## config.mk

```make
export PLATFORM = sky130hd
export DESIGN_NAME = ccd_bridge_flat
export DESIGN_NICKNAME = d
export VERILOG_FILES = /design/src/rtl/ccd_bridge_if.sv /design/src/rtl/ccd_bridge.sv /design/src/flat_wrapper.sv
export SDC_FILE = /design/constraint.sdc
export NUM_CORES = 1
export LEC_CHECK = 0
export ABC_AREA = 1
export CORE_ASPECT_RATIO = 1.4
export CORE_UTILIZATION = 55
export CTS_BUF_LIST = sky130_fd_sc_hd__clkbuf_8
export DETAILED_ROUTE_END_ITERATION = 8
export GPL_TIMING_DRIVEN = 0
export PLACE_DENSITY = 0.82
export SLEW_MARGIN = 30
export SYNTH_ARGS = -nofsm -noshare
export SYNTH_HDL_FRONTEND = slang
export SYNTH_SLANG_ARGS = --single-unit
```

## constraint.sdc

```tcl
create_clock -name clock -period 12.42 [get_ports clock]
set_clock_uncertainty 0.15 [all_clocks]
set_input_delay 1.242 -clock clock [delete_from_list [all_inputs] [get_ports clock]]
set_output_delay 1.242 -clock clock [all_outputs]
set_load 0.02 [all_outputs]
```

## src/rtl/ccd_bridge_if.sv

```systemverilog
`default_nettype none
// ============================================================================
// ccd_bridge_if : core-side and slow-side memory signals of the ccd_bridge
// Revision      : 1.0
// ============================================================================
interface ccd_bridge_if #(
    parameter int ADDR_WIDTH = 32,
    parameter int DATA_WIDTH = 32
);
    logic                    memory_valid;
    logic                    memory_instr;
    logic [ADDR_WIDTH-1:0]   memory_addr;
    logic [DATA_WIDTH-1:0]   memory_wdata;
    logic [DATA_WIDTH/8-1:0] memory_wstrb;
    logic [DATA_WIDTH-1:0]   memory_rdata;
    logic                    memory_ready;
    logic                    memory_error;
    logic                    memory_full;
    logic                    memory_overflow;
    logic                    memory_slow_valid;
    logic                    memory_slow_instr;
    logic [ADDR_WIDTH-1:0]   memory_slow_addr;
    logic [DATA_WIDTH-1:0]   memory_slow_wdata;
    logic [DATA_WIDTH/8-1:0] memory_slow_wstrb;
    logic [DATA_WIDTH-1:0]   memory_slow_rdata;
    logic                    memory_slow_ready;

    // Environment view: the core arbiter plus the slow device.
    modport master (
        output memory_valid, memory_instr, memory_addr, memory_wdata, memory_wstrb,
        output memory_slow_rdata, memory_slow_ready,
        input  memory_rdata, memory_ready, memory_error, memory_full, memory_overflow,
        input  memory_slow_valid, memory_slow_instr, memory_slow_addr,
        input  memory_slow_wdata, memory_slow_wstrb
    );

    // Bridge view.
    modport slave (
        input  memory_valid, memory_instr, memory_addr, memory_wdata, memory_wstrb,
        input  memory_slow_rdata, memory_slow_ready,
        output memory_rdata, memory_ready, memory_error, memory_full, memory_overflow,
        output memory_slow_valid, memory_slow_instr, memory_slow_addr,
        output memory_slow_wdata, memory_slow_wstrb
    );
endinterface
`default_nettype wire

```

## src/rtl/ccd_bridge.sv

```systemverilog
`default_nettype none
// ============================================================================
// ccd_bridge : posted-request bridge from the fast core port to a slow port
//              strobed every RATIO cycles, with request FIFO and timeout
// Revision   : 1.0
// ============================================================================
module ccd_bridge #(
    parameter int RATIO      = 4,
    parameter int ADDR_WIDTH = 32,
    parameter int DATA_WIDTH = 32,
    parameter int DEPTH      = 4,
    parameter int TIMEOUT    = 0
) (
    input  wire logic   clock,
    input  wire logic   reset,
    ccd_bridge_if.slave mem
);
    localparam int c_strb_w = DATA_WIDTH / 8;
    localparam int c_cnt_w  = (RATIO > 1) ? $clog2(RATIO) : 1;
    localparam int c_idx_w  = $clog2(DEPTH);
    localparam int c_ptr_w  = c_idx_w + 1;
    localparam int c_tmo_w  = (TIMEOUT > 0) ? $clog2(TIMEOUT + 1) : 1;
    localparam logic [c_cnt_w-1:0] c_last_count = c_cnt_w'(RATIO - 1);

    typedef struct packed {
        logic                  instr;
        logic [ADDR_WIDTH-1:0] addr;
        logic [DATA_WIDTH-1:0] wdata;
        logic [c_strb_w-1:0]   wstrb;
    } req_t;

    req_t                  r_fifo [DEPTH];
    logic [c_ptr_w-1:0]    r_wr_ptr;
    logic [c_ptr_w-1:0]    r_rd_ptr;
    logic [c_cnt_w-1:0]    r_count;
    logic                  r_overflow;
    logic                  r_ready;
    logic                  r_error;
    logic [DATA_WIDTH-1:0] r_rdata;

    logic w_tick;
    logic w_empty;
    logic w_full_occ;
    logic w_done;
    logic w_abort;
    logic w_pop;
    logic w_full;
    logic w_push;
    logic w_drop;
    req_t w_head;

    always_comb begin
        w_tick     = (r_count == c_last_count);
        w_empty    = (r_wr_ptr == r_rd_ptr);
        w_full_occ = (r_wr_ptr[c_ptr_w-1] != r_rd_ptr[c_ptr_w-1]) &&
                     (r_wr_ptr[c_idx_w-1:0] == r_rd_ptr[c_idx_w-1:0]);
        w_done     = w_tick && !w_empty && mem.memory_slow_ready;
        w_pop      = w_done || w_abort;
        // A same-cycle pop frees the slot, so the core only sees "full" when
        // nothing leaves this cycle.
        w_full     = w_full_occ && !w_pop;
        w_push     = mem.memory_valid && !w_full;
        w_drop     = mem.memory_valid && w_full;
        w_head     = r_fifo[r_rd_ptr[c_idx_w-1:0]];
    end

    generate
        if (TIMEOUT > 0) begin : g_timeout
            localparam logic [c_tmo_w-1:0] c_tmo_last = c_tmo_w'(TIMEOUT - 1);
            logic [c_tmo_w-1:0] r_tmo_cnt;

            always_ff @(posedge clock or negedge reset) begin
                if (!reset) begin
                    r_tmo_cnt <= '0;
                end else if (w_pop || (w_push && w_empty)) begin
                    r_tmo_cnt <= '0;
                end else if (w_tick && !w_empty) begin
                    r_tmo_cnt <= r_tmo_cnt + 1'b1;
                end
            end

            // Ready on the final tick takes priority over the abort.
            assign w_abort = w_tick && !w_empty && !mem.memory_slow_ready &&
                             (r_tmo_cnt == c_tmo_last);
        end else begin : g_no_timeout
            assign w_abort = 1'b0;
        end
    endgenerate

    always_ff @(posedge clock) begin
        if (w_push) begin
            r_fifo[r_wr_ptr[c_idx_w-1:0]] <= '{instr: mem.memory_instr,
                                               addr:  mem.memory_addr,
                                               wdata: mem.memory_wdata,
                                               wstrb: mem.memory_wstrb};
        end
    end

    always_ff @(posedge clock or negedge reset) begin
        if (!reset) begin
            r_count    <= '0;
            r_wr_ptr   <= '0;
            r_rd_ptr   <= '0;
            r_overflow <= 1'b0;
            r_ready    <= 1'b0;
            r_error    <= 1'b0;
            r_rdata    <= '0;
        end else begin
            r_count <= w_tick ? '0 : r_count + 1'b1;
            if (w_push) begin
                r_wr_ptr <= r_wr_ptr + 1'b1;
            end
            if (w_pop) begin
                r_rd_ptr <= r_rd_ptr + 1'b1;
            end
            if (w_drop) begin
                r_overflow <= 1'b1;
            end
            r_ready <= w_pop;
            r_error <= w_abort;
            r_rdata <= w_done ? mem.memory_slow_rdata : '0;
        end
    end

    assign mem.memory_rdata      = r_rdata;
    assign mem.memory_ready      = r_ready;
    assign mem.memory_error      = r_error;
    assign mem.memory_full       = w_full;
    assign mem.memory_overflow   = r_overflow;
    assign mem.memory_slow_valid = !w_empty;
    assign mem.memory_slow_instr = w_empty ? 1'b0 : w_head.instr;
    assign mem.memory_slow_addr  = w_empty ? '0   : w_head.addr;
    assign mem.memory_slow_wdata = w_empty ? '0   : w_head.wdata;
    assign mem.memory_slow_wstrb = w_empty ? '0   : w_head.wstrb;
endmodule
`default_nettype wire
```

## src/flat_wrapper.sv

```systemverilog
// flat-port wrapper written by rule: the top's interface ports become plain ports
module ccd_bridge_flat 
#(
    parameter int RATIO      = 4,
    parameter int ADDR_WIDTH = 32,
    parameter int DATA_WIDTH = 32,
    parameter int DEPTH      = 4,
    parameter int TIMEOUT    = 0
)
  (clock, reset, mem_memory_valid, mem_memory_instr, mem_memory_addr, mem_memory_wdata, mem_memory_wstrb, mem_memory_slow_rdata, mem_memory_slow_ready, mem_memory_rdata, mem_memory_ready, mem_memory_error, mem_memory_full, mem_memory_overflow, mem_memory_slow_valid, mem_memory_slow_instr, mem_memory_slow_addr, mem_memory_slow_wdata, mem_memory_slow_wstrb);
  ccd_bridge_if #(.ADDR_WIDTH(ADDR_WIDTH), .DATA_WIDTH(DATA_WIDTH)) mem_i ();
  input  wire logic clock;
  input  wire logic reset;
  input wire logic [$bits(mem_i.memory_valid)-1:0] mem_memory_valid;
  input wire logic [$bits(mem_i.memory_instr)-1:0] mem_memory_instr;
  input wire logic [$bits(mem_i.memory_addr)-1:0] mem_memory_addr;
  input wire logic [$bits(mem_i.memory_wdata)-1:0] mem_memory_wdata;
  input wire logic [$bits(mem_i.memory_wstrb)-1:0] mem_memory_wstrb;
  input wire logic [$bits(mem_i.memory_slow_rdata)-1:0] mem_memory_slow_rdata;
  input wire logic [$bits(mem_i.memory_slow_ready)-1:0] mem_memory_slow_ready;
  output wire logic [$bits(mem_i.memory_rdata)-1:0] mem_memory_rdata;
  output wire logic [$bits(mem_i.memory_ready)-1:0] mem_memory_ready;
  output wire logic [$bits(mem_i.memory_error)-1:0] mem_memory_error;
  output wire logic [$bits(mem_i.memory_full)-1:0] mem_memory_full;
  output wire logic [$bits(mem_i.memory_overflow)-1:0] mem_memory_overflow;
  output wire logic [$bits(mem_i.memory_slow_valid)-1:0] mem_memory_slow_valid;
  output wire logic [$bits(mem_i.memory_slow_instr)-1:0] mem_memory_slow_instr;
  output wire logic [$bits(mem_i.memory_slow_addr)-1:0] mem_memory_slow_addr;
  output wire logic [$bits(mem_i.memory_slow_wdata)-1:0] mem_memory_slow_wdata;
  output wire logic [$bits(mem_i.memory_slow_wstrb)-1:0] mem_memory_slow_wstrb;
  assign mem_i.memory_valid = mem_memory_valid;
  assign mem_i.memory_instr = mem_memory_instr;
  assign mem_i.memory_addr = mem_memory_addr;
  assign mem_i.memory_wdata = mem_memory_wdata;
  assign mem_i.memory_wstrb = mem_memory_wstrb;
  assign mem_i.memory_slow_rdata = mem_memory_slow_rdata;
  assign mem_i.memory_slow_ready = mem_memory_slow_ready;
  assign mem_memory_rdata = mem_i.memory_rdata;
  assign mem_memory_ready = mem_i.memory_ready;
  assign mem_memory_error = mem_i.memory_error;
  assign mem_memory_full = mem_i.memory_full;
  assign mem_memory_overflow = mem_i.memory_overflow;
  assign mem_memory_slow_valid = mem_i.memory_slow_valid;
  assign mem_memory_slow_instr = mem_i.memory_slow_instr;
  assign mem_memory_slow_addr = mem_i.memory_slow_addr;
  assign mem_memory_slow_wdata = mem_i.memory_slow_wdata;
  assign mem_memory_slow_wstrb = mem_i.memory_slow_wstrb;
  ccd_bridge #(.RATIO(RATIO), .ADDR_WIDTH(ADDR_WIDTH), .DATA_WIDTH(DATA_WIDTH), .DEPTH(DEPTH), .TIMEOUT(TIMEOUT)) u_core (.clock(clock), .reset(reset), .mem(mem_i));
endmodule
```

==> results of run 1 <==
==> logic make-up (layout without fill, tap and decap cells) <==
group | count (synthesis) | count (layout) | synth area share (%)
AOI/OAI and AO/OA | 207 | 207 | 9.051
xor gates and xnor gates | 2 | 2 | 0.1413
adders and majority gates | 6 | 6 | 0.6054
buffers and inverters | 172 | 479 | 6.075
DFF | 318 | 318 | 75.32
other | 1 | 2 | 0.03024
and+or+nand+nor | 280 | 280 | 8.779
==> state kept, by name (all words and copies together), names as in the netlist <==
register / cells
u_core.mem.memory_rdata: 32
u_core.r_fifo: 276
u_core.r_rd_ptr: 3
u_core.mem.memory_overflow: 1
u_core.r_wr_ptr: 3
u_core.mem.memory_ready: 1
u_core.r_count: 2
==> power by group <==
group          switching (mW)  internal (mW)  leakage (nW)
clock                   0.371          0.412         0.506
sequential             0.0502           1.38          3.09
combinational            1.20          0.776          2.79
==> cells in the final DEF (no fill, tap or decap) <==
cell type	n
nor2_1	172
edfxtp_1	276
buf_4	6
xor2_1	2
buf_16	15
nor2_2	1
buf_12	1
nand2_2	11
clkdlybuf4s50_1	208
buf_1	1
diode_2	1
buf_2	15
nor2_4	4
conb_1	1
dfrtp_1	42
clkinv_1	8
ha_1	6
buf_6	9
clkbuf_1	27
o21ai_0	138
nand2_1	86
inv_2	11
clkinv_2	8
inv_1	118
bufinv_16	2
clkbuf_8	50
nand3_1	6
o22ai_1	69
==> metrics by stage <==
step	util, %	std cells	power (mW)
global placement	67.49	1492	3.302
global route	73.54	1591	4.397
CTS	73.53	1590	4.196
floorplan	-	986	2.514
finish	73.54	1591	4.186
detailed placement	69.57	1508	3.415
==> per-layer routing <==
layer	global-route usage [%]	vias to the layer above	wire (um)
li1	-	3946	-
met1	30.17	4203	10610
met2	46.34	427	15730
met3	4.196	64	2120
met4	11.95	0	910
met5	0	-	0
==> final cells by class <==
class	count	share of cell area, %
diodes	1	0.01545
plain buffers	57	1.986
clock buffers	50	4.249
clock inverters	32	1.128
inverters	115	2.666
multi-input cells	496	14.43
flip-flops and latches	318	57.67
well taps	297	2.295
repair buffers	225	15.56
==> worst paths after layout <==
check	from	to	slack, ns	depth (start not counted)
max	u_core.r_rd_ptr[1]	mem_memory_slow_addr[27]	7.78	9
min	u_core.r_count[0]	u_core.r_count[0]	0.29	1
max reg2reg	u_core.r_rd_ptr[1]	u_core.r_fifo[0][39]	9.23	11
min reg2reg	u_core.r_count[0]	u_core.r_count[0]	0.29	1
max in group asynchronous	reset	u_core.mem.memory_rdata[13]	11.20	2
min in group asynchronous	reset	u_core.mem.memory_rdata[0]	0.44	1
==> metrics.md, run 1 <==
| Metric | Value |
|---|---|
| Status | finished clean |
| Maximum fanout along the worst path | 10 |
| Type of the tightest min-delay check | flip-flop to flip-flop |
| Startpoint Class | flip-flop |
| Crit. End Element | primary output |
| Critical path arrival | 3.25 ns |
| Total nets after synthesis | 1097 |
| Setup Viol. Count Final | 0 |
| Area taken by flip-flops and latches | 0.009339 mm2 |
| Number of standard cells after synthesis | 986 |
| Pins Over Slew Limit | 0 |
| HPWL reported at the end of detailed placement | 19.33 mm |
| Category of the critical setup timing path | flip-flop to primary output |
| Num Clock Sinks | 318 |
| Cell row count | 64 |
| Share of post-route cells with drive strength above 1 | 10.29% |
| Via count | 8640 |
| Hold Fails Final Rpt | 0 |
| CTS H-tree depth | 2 |
| Area used by multi-input combinational logic | 0.002337 mm2 |
| Final period util | 37.36% |
| Minimum period implied by the final worst setup slack | 4.640 ns |
| Detailed-route wire length | 29.38 mm |
| Accumulated negative setup slack | 0 ns |
| Ys flop type | edfxtp_1 |
| Leading cell types by total area after synthesis | edfxtp_1 67%, dfrtp_1 8.5%, o21ai_0 5.6%, nor2_1 5.3%, o22ai_1 3.5% |
| Detailed-route wire length per cell | 18.46 um |
| Crit-path max cell delay | 0.61 ns |
| Fraction of the yosys area taken by sequential cells | 75.32% |
| Full die area | 0.02316 mm2 |
| Worst-path clk slew | 0.07 ns |
| DRC marker count from the first detailed-route iteration | 574 |
| Share of flip-flops with an asynchronous set or reset | 13.21% |
| Most frequent cell after synthesis | edfxtp_1 |
| Number of warnings reported in the yosys synthesis log | 0 |
| Post-synth top area share | 66.84% |
| Setup repair after global routing missed its margin | no |
| Cell area after placement | 0.01532 mm2 |
| Crit-path leading delay family | buffers and inverters |
| Worst-case hold slack | 0.2898 ns |
| Nets@finish | 1370 |
| Cell Chain, Critical Path | buf_6, inv_1, clkbuf_1, buf_2, o21ai_0, o22ai_1, nand2_1, inv_1, clkdlybuf4s50_1 |
| VDD IR-drop max | 0.0002038 V |
| Number of synthesized flops with an enable pin | 276 |
| Via count of the first global-routing pass | 8949 |
| Residual overflow from global routing | 0 |
| Global placer's final weighted congestion | 0.7474 |
| Maximum number of pins on one net before global-route repair | 31 |
| Clock root buffer | clkbuf_8 |
| Maximum clock frequency | 215.5 MHz |
| Critical Path Slowest Stage Cell | clkdlybuf4s50_1 |
| Headroom to the max-slew limit | 59.37% |
| Initial standard-cell utilization of the core | 56.31% |
| Mean post-synth cell area | 12.58 um2 |
| Wire length of the first global-routing pass | 45.37 mm |
| Leading area contributor after synthesis | edfxtp_1 |
| Most repeated library cell on the critical path | inv_1 |
| Max-cap check violation count | 0 |
| Number of buffers added for setup after CTS | 0 |
| CTS hold repair buffers | 0 |
| Cell area after layout | 0.01619 mm2 |
| Pre-CTS setup slack | 8.169 ns |
| Number of top-level pins | 211 |
| Worst-Margin Slew | 0.6080 ns |
| Number of clock buffers inserted by TritonCTS | 46 |
| Post-detailed-route via-to-cell ratio | 5.431 |
| Power density cells | 258.5 mW/mm2 |
| Initial antenna violation count | 1 |
| Post-CTS Resized | 0 |
| Netlist Area Pre-Place | 0.01240 mm2 |
| Vert. Die Dim | 179.7 um |
| Residual antenna-violating net count after detailed routing | 0 |
| Clock latency reported for the late side of the worst-skew pair | 0.55 ns |
| GRT Resource Usage Total | 25.92% |
| Synth top cells by count | 276 x edfxtp_1, 176 x nor2_1, 138 x o21ai_0 |
| Number of synthesized register bits | 318 |
| Horizontal extent of the die | 128.9 um |
| Leakage power | 6.393 nW |
| Number of iterations in the first detailed-routing pass | 5 |
| Syn-to-layout area delta | 30.61% |
| Number of port buffers | 209 |
| CP required | 11.03 ns |
| DRC violations left | 0 |
| Library cells used by synthesis | 19 |
| CP Buf/Inv Count | 6 |
| Buffer depth of the longest clock path | 3 |
| Worst path setup slack after routing | 7.780 ns |
| Core box area | 0.02202 mm2 |
| TritonCTS clock tree | built |
| Fillers | 1382 |
No activity file was read; power rests on OpenSTA's default activity.
==> inputs of run 2 (changes only) <==
--- a/config.mk
+++ b/config.mk
@@ -7,11 +7,11 @@
 export LEC_CHECK = 0
 export ABC_AREA = 1
 export CORE_ASPECT_RATIO = 1.4
-export CORE_UTILIZATION = 55
+export CORE_UTILIZATION = 50
 export CTS_BUF_LIST = sky130_fd_sc_hd__clkbuf_8
 export DETAILED_ROUTE_END_ITERATION = 8
 export GPL_TIMING_DRIVEN = 0
-export PLACE_DENSITY = 0.82
+export PLACE_DENSITY = 0.79
 export SLEW_MARGIN = 30
 export SYNTH_ARGS = -nofsm -noshare
 export SYNTH_HDL_FRONTEND = slang
==> constraint.sdc (replaced) <==
create_clock -name clock -period 4.1 [get_ports clock]
set_clock_uncertainty 0.15 [all_clocks]
set_input_delay 0.41 -clock clock [delete_from_list [all_inputs] [get_ports clock]]
set_output_delay 0.41 -clock clock [all_outputs]
set_load 0.02 [all_outputs]
==> run 2 against run 1 <==
Against the previous run:
- non-clock buffer count up 2
- clock power rose to 3.0 times the previous value
- largest power group unchanged
- total power grew to 3.0 times the previous value
- wire length shrank 1.2%
- cell count rose by 0.69%
- combinational power rose to 3.0 times the previous value
- via count fell by 2.1%
- critical path depth did not move
- die area grew 9.9%
- count of clock-buffer cells in the layout is 5 lower
==> metrics.md, run 2 (synthesis results as in run 1) <==
| Metric | Value |
|---|---|
| Status | finished clean |
| Critical Path Slowest Stage Cell | clkdlybuf4s50_1 |
| Wire length of the first global-routing pass | 44.07 mm (-2.9%) |
| Type of the tightest min-delay check | primary input to async pin |
| TritonCTS clock tree | built |
| Cell Chain, Critical Path | buf_6, inv_1, clkbuf_1, buf_2, o21ai_0, o22ai_1, nand2_1, inv_1, clkdlybuf4s50_1 |
| Detailed-route wire length | 29.04 mm (-1.2%) |
| Nets@finish | 1371 (+0.073%) |
| Maximum fanout along the worst path | 10 (unchanged) |
| Depth of the worst register-to-register path | 11 (unchanged) |
| Cell row count | 67 (+4.7%) |
| Critical path arrival | 3.24 ns (about the same) |
| Startpoint of the lowest-slack register-to-register path | u_core.r_rd_ptr[1] |
| Syn-to-layout area delta | 30.72% (about the same) |
| CP required | 3.54 ns (-7.49 ns) |
| Largest register FFs | 276 (unchanged) |
| DRC violations left | 0 (unchanged) |
| Buffer depth of the longest clock path | 3 (unchanged) |
| Num Clock Sinks | 318 (unchanged) |
| Crit-path leading delay family | buffers and inverters |
| Antenna cells | 0 (-1) |
| Residual overflow from global routing | 0 (unchanged) |
| Leading cell types in the layout, fill and taps excluded | 276 x edfxtp_1, 208 x clkdlybuf4s50_1, 172 x nor2_1 |
| Setup Viol. Count Final | 0 (unchanged) |
| Cell area after placement | 0.01534 mm2 (+0.12%) |
| GRT Resource Usage Total | 22.81% (-3.1 points) |
| Number of buffers added for setup after CTS | 0 (unchanged) |
| Initial standard-cell utilization of the core | 51.36% (-4.9 points) |
| Clock latency reported for the late side of the worst-skew pair | 0.55 ns (about the same) |
| Core box area | 0.02414 mm2 (+9.6%) |
| Cell area after layout | 0.01621 mm2 (about the same) |
| Hold Fails Final Rpt | 0 (unchanged) |
| Leakage power | 6.343 nW (-0.78%) |
| VDD IR-drop max | 0.0005081 V (+150%) |
| Via count | 8462 (-2.1%) |
| Headroom to the max-slew limit | 58.32% (-1.1 points) |
| Residual antenna-violating net count after detailed routing | 0 (unchanged) |
| Crit. End Element | primary output |
| Number of iterations in the first detailed-routing pass | 5 (unchanged) |
| Max-cap check violation count | 0 (unchanged) |
| Worst-path clk slew | 0.07 ns (about the same) |
| Initial antenna violation count | 0 (-1) |
| Minimum period implied by the final worst setup slack | 3.796 ns |
| Total power | 12.67 mW (+200%) |
| HPWL reported at the end of detailed placement | 19.35 mm (about the same) |
| Most common cell after layout, fill and taps aside | edfxtp_1 |
| Share of post-route cells with drive strength above 1 | 10.45% (+0.16 points) |
| Setup repair after global routing missed its margin | no |
| Full die area | 0.02544 mm2 (+9.9%) |
| Maximum clock frequency | 263.4 MHz |
| Number of clock buffers inserted by TritonCTS | 45 (-2.2%) |
| Number of top-level pins | 211 (unchanged) |
| Worst setup slack for register-to-register paths | 0.98 ns (-8.25 ns) |
| Capturing point of the worst reg2reg path | u_core.r_fifo[0][46] |
| Worst-Margin Slew | 0.6238 ns (+0.01575 ns) |
| CP Buf/Inv Count | 6 (unchanged) |
| Startpoint Class | flip-flop |
| Maximum number of pins on one net before global-route repair | 29 (-6.5%) |
| Post-detailed-route via-to-cell ratio | 5.282 (-2.7%) |
| Fillers | 1695 (+23%) |
| Global placer's final weighted congestion | 0.7714 (+3.2%) |
| Number of port buffers | 209 (unchanged) |
| Detailed-route wire length per cell | 18.13 um (-1.8%) |
| Pins Over Slew Limit | 0 (unchanged) |
| Vert. Die Dim | 188.3 um (+4.8%) |
| Via count of the first global-routing pass | 8652 (-3.3%) |
| Crit-path max cell delay | 0.59 ns (-0.02 ns) |
| Clock root buffer | clkbuf_8 |
| Final period util | 92.59% |
| Most repeated library cell on the critical path | inv_1 |
| Horizontal extent of the die | 135.1 um (+4.8%) |
| Power density cells | 781.5 mW/mm2 (+200%) |
| DRC marker count from the first detailed-route iteration | 682 (+19%) |
| CTS H-tree depth | 2 (unchanged) |
| Logic depth of the worst path, buffers included | 9 (unchanged) |
| Category of the critical setup timing path | flip-flop to primary output |
[run 2: cell types whose count changed in the layout (fill, tap and decap cells not counted), sizes merged]
cell	change
inv	-8
clkbuf	-5
clkinvlp	+5
clkinv	+4
buf	+1
bufinv	+1
diode	-1
dlygate4sd3	+1
[run 2: repair_timing]
action	CTS	global route
hold buffers	1	0
endpoints found under the setup margin	0	0
resized for setup	0	0
hold endpoints to repair	42	0
[run 2: metrics by stage]
stage          cells  setup TNS, ns  hold WS, ns  setup slack [ns]  utilization (%)
2_1_floorplan    986        -138.06     -0.03559           -0.5002                -
3_3_place_gp    1505        -856.19       0.2676            -3.177            61.63
3_5_place_dp    1522              0       0.2008            0.8661            63.54
4_1_cts         1602              0       0.1418            0.3087            67.13
5_1_grt         1602              0       0.1886            0.1573            67.13
6_report        1602              0       0.1630            0.3039            67.13
[run 2: how the worst max path moves through the flow]
stage                     startpoint                  endpoint  slack, ns
3_5_place_dp   mem_memory_slow_ready      u_core.r_fifo[0][39]       0.87
3_3_place_gp   mem_memory_slow_ready      u_core.r_fifo[0][39]      -3.18
2_1_floorplan     u_core.r_rd_ptr[0]       u_core.r_fifo[0][0]      -0.50
6_report          u_core.r_rd_ptr[1]  mem_memory_slow_addr[25]       0.30
4_1_cts           u_core.r_rd_ptr[1]  mem_memory_slow_addr[26]       0.31
5_1_grt           u_core.r_rd_ptr[1]  mem_memory_slow_addr[21]       0.16
[run 2: layout make-up]
| cell class | count | area, um2 | area share (%) |
|---|---|---|---|
| multi-input combinational | 496 | 2337 | 14.42 |
| clock inverter | 34 | 239.0 | 1.474 |
| timing repair buffer | 227 | 2532 | 15.62 |
| sequential | 318 | 9339 | 57.62 |
| tap | 310 | 387.9 | 2.393 |
| inverter | 115 | 431.7 | 2.663 |
| buffer | 57 | 321.6 | 1.984 |
| clock buffer | 45 | 619.3 | 3.821 |
[run 2: layer usage]
layer	vias to the layer above	routed length, um	track usage (%)
met2	426	15360	40.39
met5	-	0	0
met3	61	2363	4.170
li1	3947	-	-
met1	4028	10470	26.80
met4	0	835	9.939
[run 2: power breakdown]
part | switching, mW | internal (mW) | leakage, nW | total [mW]
registers | 0.152 | 4.18 | 3.09 | 4.33
logic | 3.61 | 2.35 | 2.80 | 5.96
clock network | 1.15 | 1.22 | 0.449 | 2.37
==> inputs of run 3 (changes only) <==
--- a/config.mk
+++ b/config.mk
@@ -9,10 +9,11 @@
 export CORE_ASPECT_RATIO = 1.4
 export CORE_UTILIZATION = 50
 export CTS_BUF_LIST = sky130_fd_sc_hd__clkbuf_8
+export CTS_CLUSTER_SIZE = 8
 export DETAILED_ROUTE_END_ITERATION = 8
 export GPL_TIMING_DRIVEN = 0
 export PLACE_DENSITY = 0.79
-export SLEW_MARGIN = 30
+export SLEW_MARGIN = 20
 export SYNTH_ARGS = -nofsm -noshare
 export SYNTH_HDL_FRONTEND = slang
 export SYNTH_SLANG_ARGS = --single-unit
==> run 3 against run 2 <==
Against the previous run:
- die area unchanged
- count of clock-buffer cells in the layout up 8
- flip-flop and latch count unchanged
- critical path depth unchanged
- maximum frequency up 1.1%
- combinational power down 0.8%
- hold slack about the same
- critical path type unchanged
- critical endpoint is now mem_memory_slow_addr[24]
- highest routed layer unchanged
==> metrics.md, run 3 (synthesis results as in run 1) <==
| Metric | Value |
|---|---|
| Status | finished clean |
| Crit. End Element | primary output |
| Worst-Margin Slew | 0.6840 ns (+0.06017 ns) |
| Worst-path clk slew | 0.06 ns (about the same) |
| HPWL reported at the end of detailed placement | 19.11 mm (-1.2%) |
| TritonCTS clock tree | built |
| Relative contribution of combinational cells to total power | 47.2% (about the same) |
| Num Clock Sinks | 318 (unchanged) |
| Core box area | 0.02414 mm2 (unchanged) |
| Via count of the first global-routing pass | 8596 (-0.65%) |
| Minimum period implied by the final worst setup slack | 3.755 ns (-0.04097 ns) |
| Cell area after layout | 0.01609 mm2 (-0.71%) |
| Clock root buffer | clkbuf_8 |
| Via count | 8425 (-0.44%) |
| Largest register FFs | 276 (unchanged) |
| Residual antenna-violating net count after detailed routing | 0 (unchanged) |
| CTS H-tree depth | 2 (unchanged) |
| Power density cells | 777.3 mW/mm2 (-0.54%) |
| Number of iterations in the first detailed-routing pass | 5 (unchanged) |
| Global placer's final weighted congestion | 0.7714 (unchanged) |
| Residual overflow from global routing | 0 (unchanged) |
| Maximum fanout along the worst path | 10 (unchanged) |
| Hold Fails Final Rpt | 0 (unchanged) |
| Share of post-route cells with drive strength above 1 | 9.883% (-0.57 points) |
| Horizontal extent of the die | 135.1 um (unchanged) |
| CP required | 3.54 ns (about the same) |
| Number of port buffers | 209 (unchanged) |
| Worst path setup slack after routing | 0.3449 ns (+0.04097 ns) |
| Final period util | 91.59% (-1.0 points) |
| Syn-to-layout area delta | 29.79% |
| Pins Over Slew Limit | 0 (unchanged) |
| DRC violations left | 0 (unchanged) |
| Leakage power | 6.345 nW (about the same) |
| Full die area | 0.02544 mm2 (unchanged) |
| Leading cell types in the layout, fill and taps excluded | 276 x edfxtp_1, 208 x clkdlybuf4s50_1, 172 x nor2_1 |
| Detailed-route wire length | 28.85 mm (-0.64%) |
| Type of the tightest min-delay check | primary input to async pin |
| Maximum number of pins on one net before global-route repair | 29 (unchanged) |
| Vert. Die Dim | 188.3 um (unchanged) |
| GRT Resource Usage Total | 22.90% (+0.095 points) |
| Area used by multi-input combinational logic | 0.002337 mm2 (unchanged) |
| Psw | 4.850 mW (-1.3%) |
| Nets@finish | 1371 (unchanged) |
| Startpoint Class | flip-flop |
| DRC marker count from the first detailed-route iteration | 594 (-13%) |
| Category of the critical setup timing path | flip-flop to primary output |
| Cell area after placement | 0.01526 mm2 (-0.52%) |
| Number of top-level pins | 211 (unchanged) |
| Pre-CTS setup slack | 0.8366 ns (-0.02952 ns) |
| Max-cap check violation count | 0 (unchanged) |
| Number of clock buffers inserted by TritonCTS | 48 (+6.7%) |
| Area taken by flip-flops and latches | 0.009339 mm2 (unchanged) |
| Sequential cell fraction of total power | 34.6% (+0.4 points) |
| Placed instance count | 1519 (-0.20%) |
| Initial antenna violation count | 0 (unchanged) |
| Setup Viol. Count Final | 0 (unchanged) |
| Setup repair after global routing missed its margin | no |
| Most common cell after layout, fill and taps aside | edfxtp_1 |
| Post-CTS Resized | 0 (unchanged) |
| Wire length of the first global-routing pass | 44.24 mm (+0.37%) |
| Detailed-route wire length per cell | 18.09 um (-0.20%) |
| Buffer depth of the longest clock path | 3 (unchanged) |
| Maximum clock frequency | 266.3 MHz (+1.1%) |
| Post-detailed-route via-to-cell ratio | 5.282 (about the same) |
| Clock power frac | 18.1% (-0.6 points) |
| VDD IR-drop max | 0.0004860 V (-4.3%) |
| Initial standard-cell utilization of the core | 51.36% (unchanged) |
| Critical path arrival | 3.20 ns (-0.04 ns) |
| Clock latency reported for the late side of the worst-skew pair | 0.55 ns (about the same) |
| Final core utilization | 66.66% (-0.48 points) |
| Cell row count | 67 (unchanged) |
| Antenna cells | 0 (unchanged) |
| Fillers | 1712 (+1.0%) |
| Int Power | 7.660 mW (-1.2%) |
| Final Non-Filler Cells | 1595 (-0.44%) |
| Switching part of the total power | 38.77% (about the same) |
| Headroom to the max-slew limit | 54.29% (-4.0 points) |
| Worst-case hold slack | 0.1626 ns (-0.0004360 ns) |
## run 3: power groups by stage
stage / clock network [mW] / logic (mW) / registers, mW
after floorplan: 0 / 3.20 / 4.42
after global placement: 0 / 5.54 / 4.50
after detailed placement: 0 / 5.93 / 4.39
after CTS: 2.31 / 5.95 / 4.33
after global routing: 2.44 / 6.36 / 4.37
final: 2.27 / 5.91 / 4.33
## run 3: final cells by class
| type | count | area share, % |
|---|---|---|
| sequential | 318 | 58.03 |
| inverter | 115 | 2.682 |
| tap | 310 | 2.410 |
| multi-input combinational | 496 | 14.52 |
| buffer | 57 | 1.998 |
| timing repair buffer | 224 | 15.24 |
| clock buffer | 53 | 4.533 |
| clock inverter | 22 | 0.5831 |
## run 3: critical path, cell delays in order, from the launching register on
cell and delay [ns]:
dfrtp_1 0.39, buf_6 0.15, inv_1 0.32, clkbuf_1 0.42
buf_2 0.31, o21ai_0 0.13, o22ai_1 0.14, nand2_1 0.07
inv_1 0.09, clkdlybuf4s50_1 0.61
## run 3: what timing repair did
| item | CTS | global route |
|---|---|---|
| hold buffers | 1 | 0 |
| hold endpoints to repair | 42 | 0 |
| setup endpoints to repair | 0 | 0 |
| buffers inserted | 0 | 0 |
## run 3: final timing paths
kind / slack (ns) / to / from / cells past startpoint
setup / recovery: 0.34 / mem_memory_slow_addr[24] / u_core.r_rd_ptr[1] / 9
setup reg to reg: 0.92 / u_core.r_fifo[2][46] / u_core.r_rd_ptr[1] / 11
max in group asynchronous: 3.16 / u_core.mem.memory_rdata[14] / reset / 3
min in group clock: 0.23 / u_core.mem.memory_rdata[16] / mem_memory_slow_rdata[16] / 3
hold / removal: 0.16 / u_core.mem.memory_rdata[13] / reset / 2
hold reg to reg: 0.29 / u_core.r_count[0] / u_core.r_count[0] / 1
## run 3: through the flow
step	power (mW)	setup TNS, ns
global route	13.17	0
CTS	12.59	0
floorplan	7.616	-138.06
global placement	10.04	-856.19
finish	12.51	0
detailed placement	10.32	0
## run 3: per-layer routing
metal  wire length (um)  up-vias  GRT usage [%]
met1              10800     4068          26.98
met4                818        0          9.551
met5                  0        -              0
met3               1940       64          3.740
met2              15290      356          41.01
li1                   -     3937              -
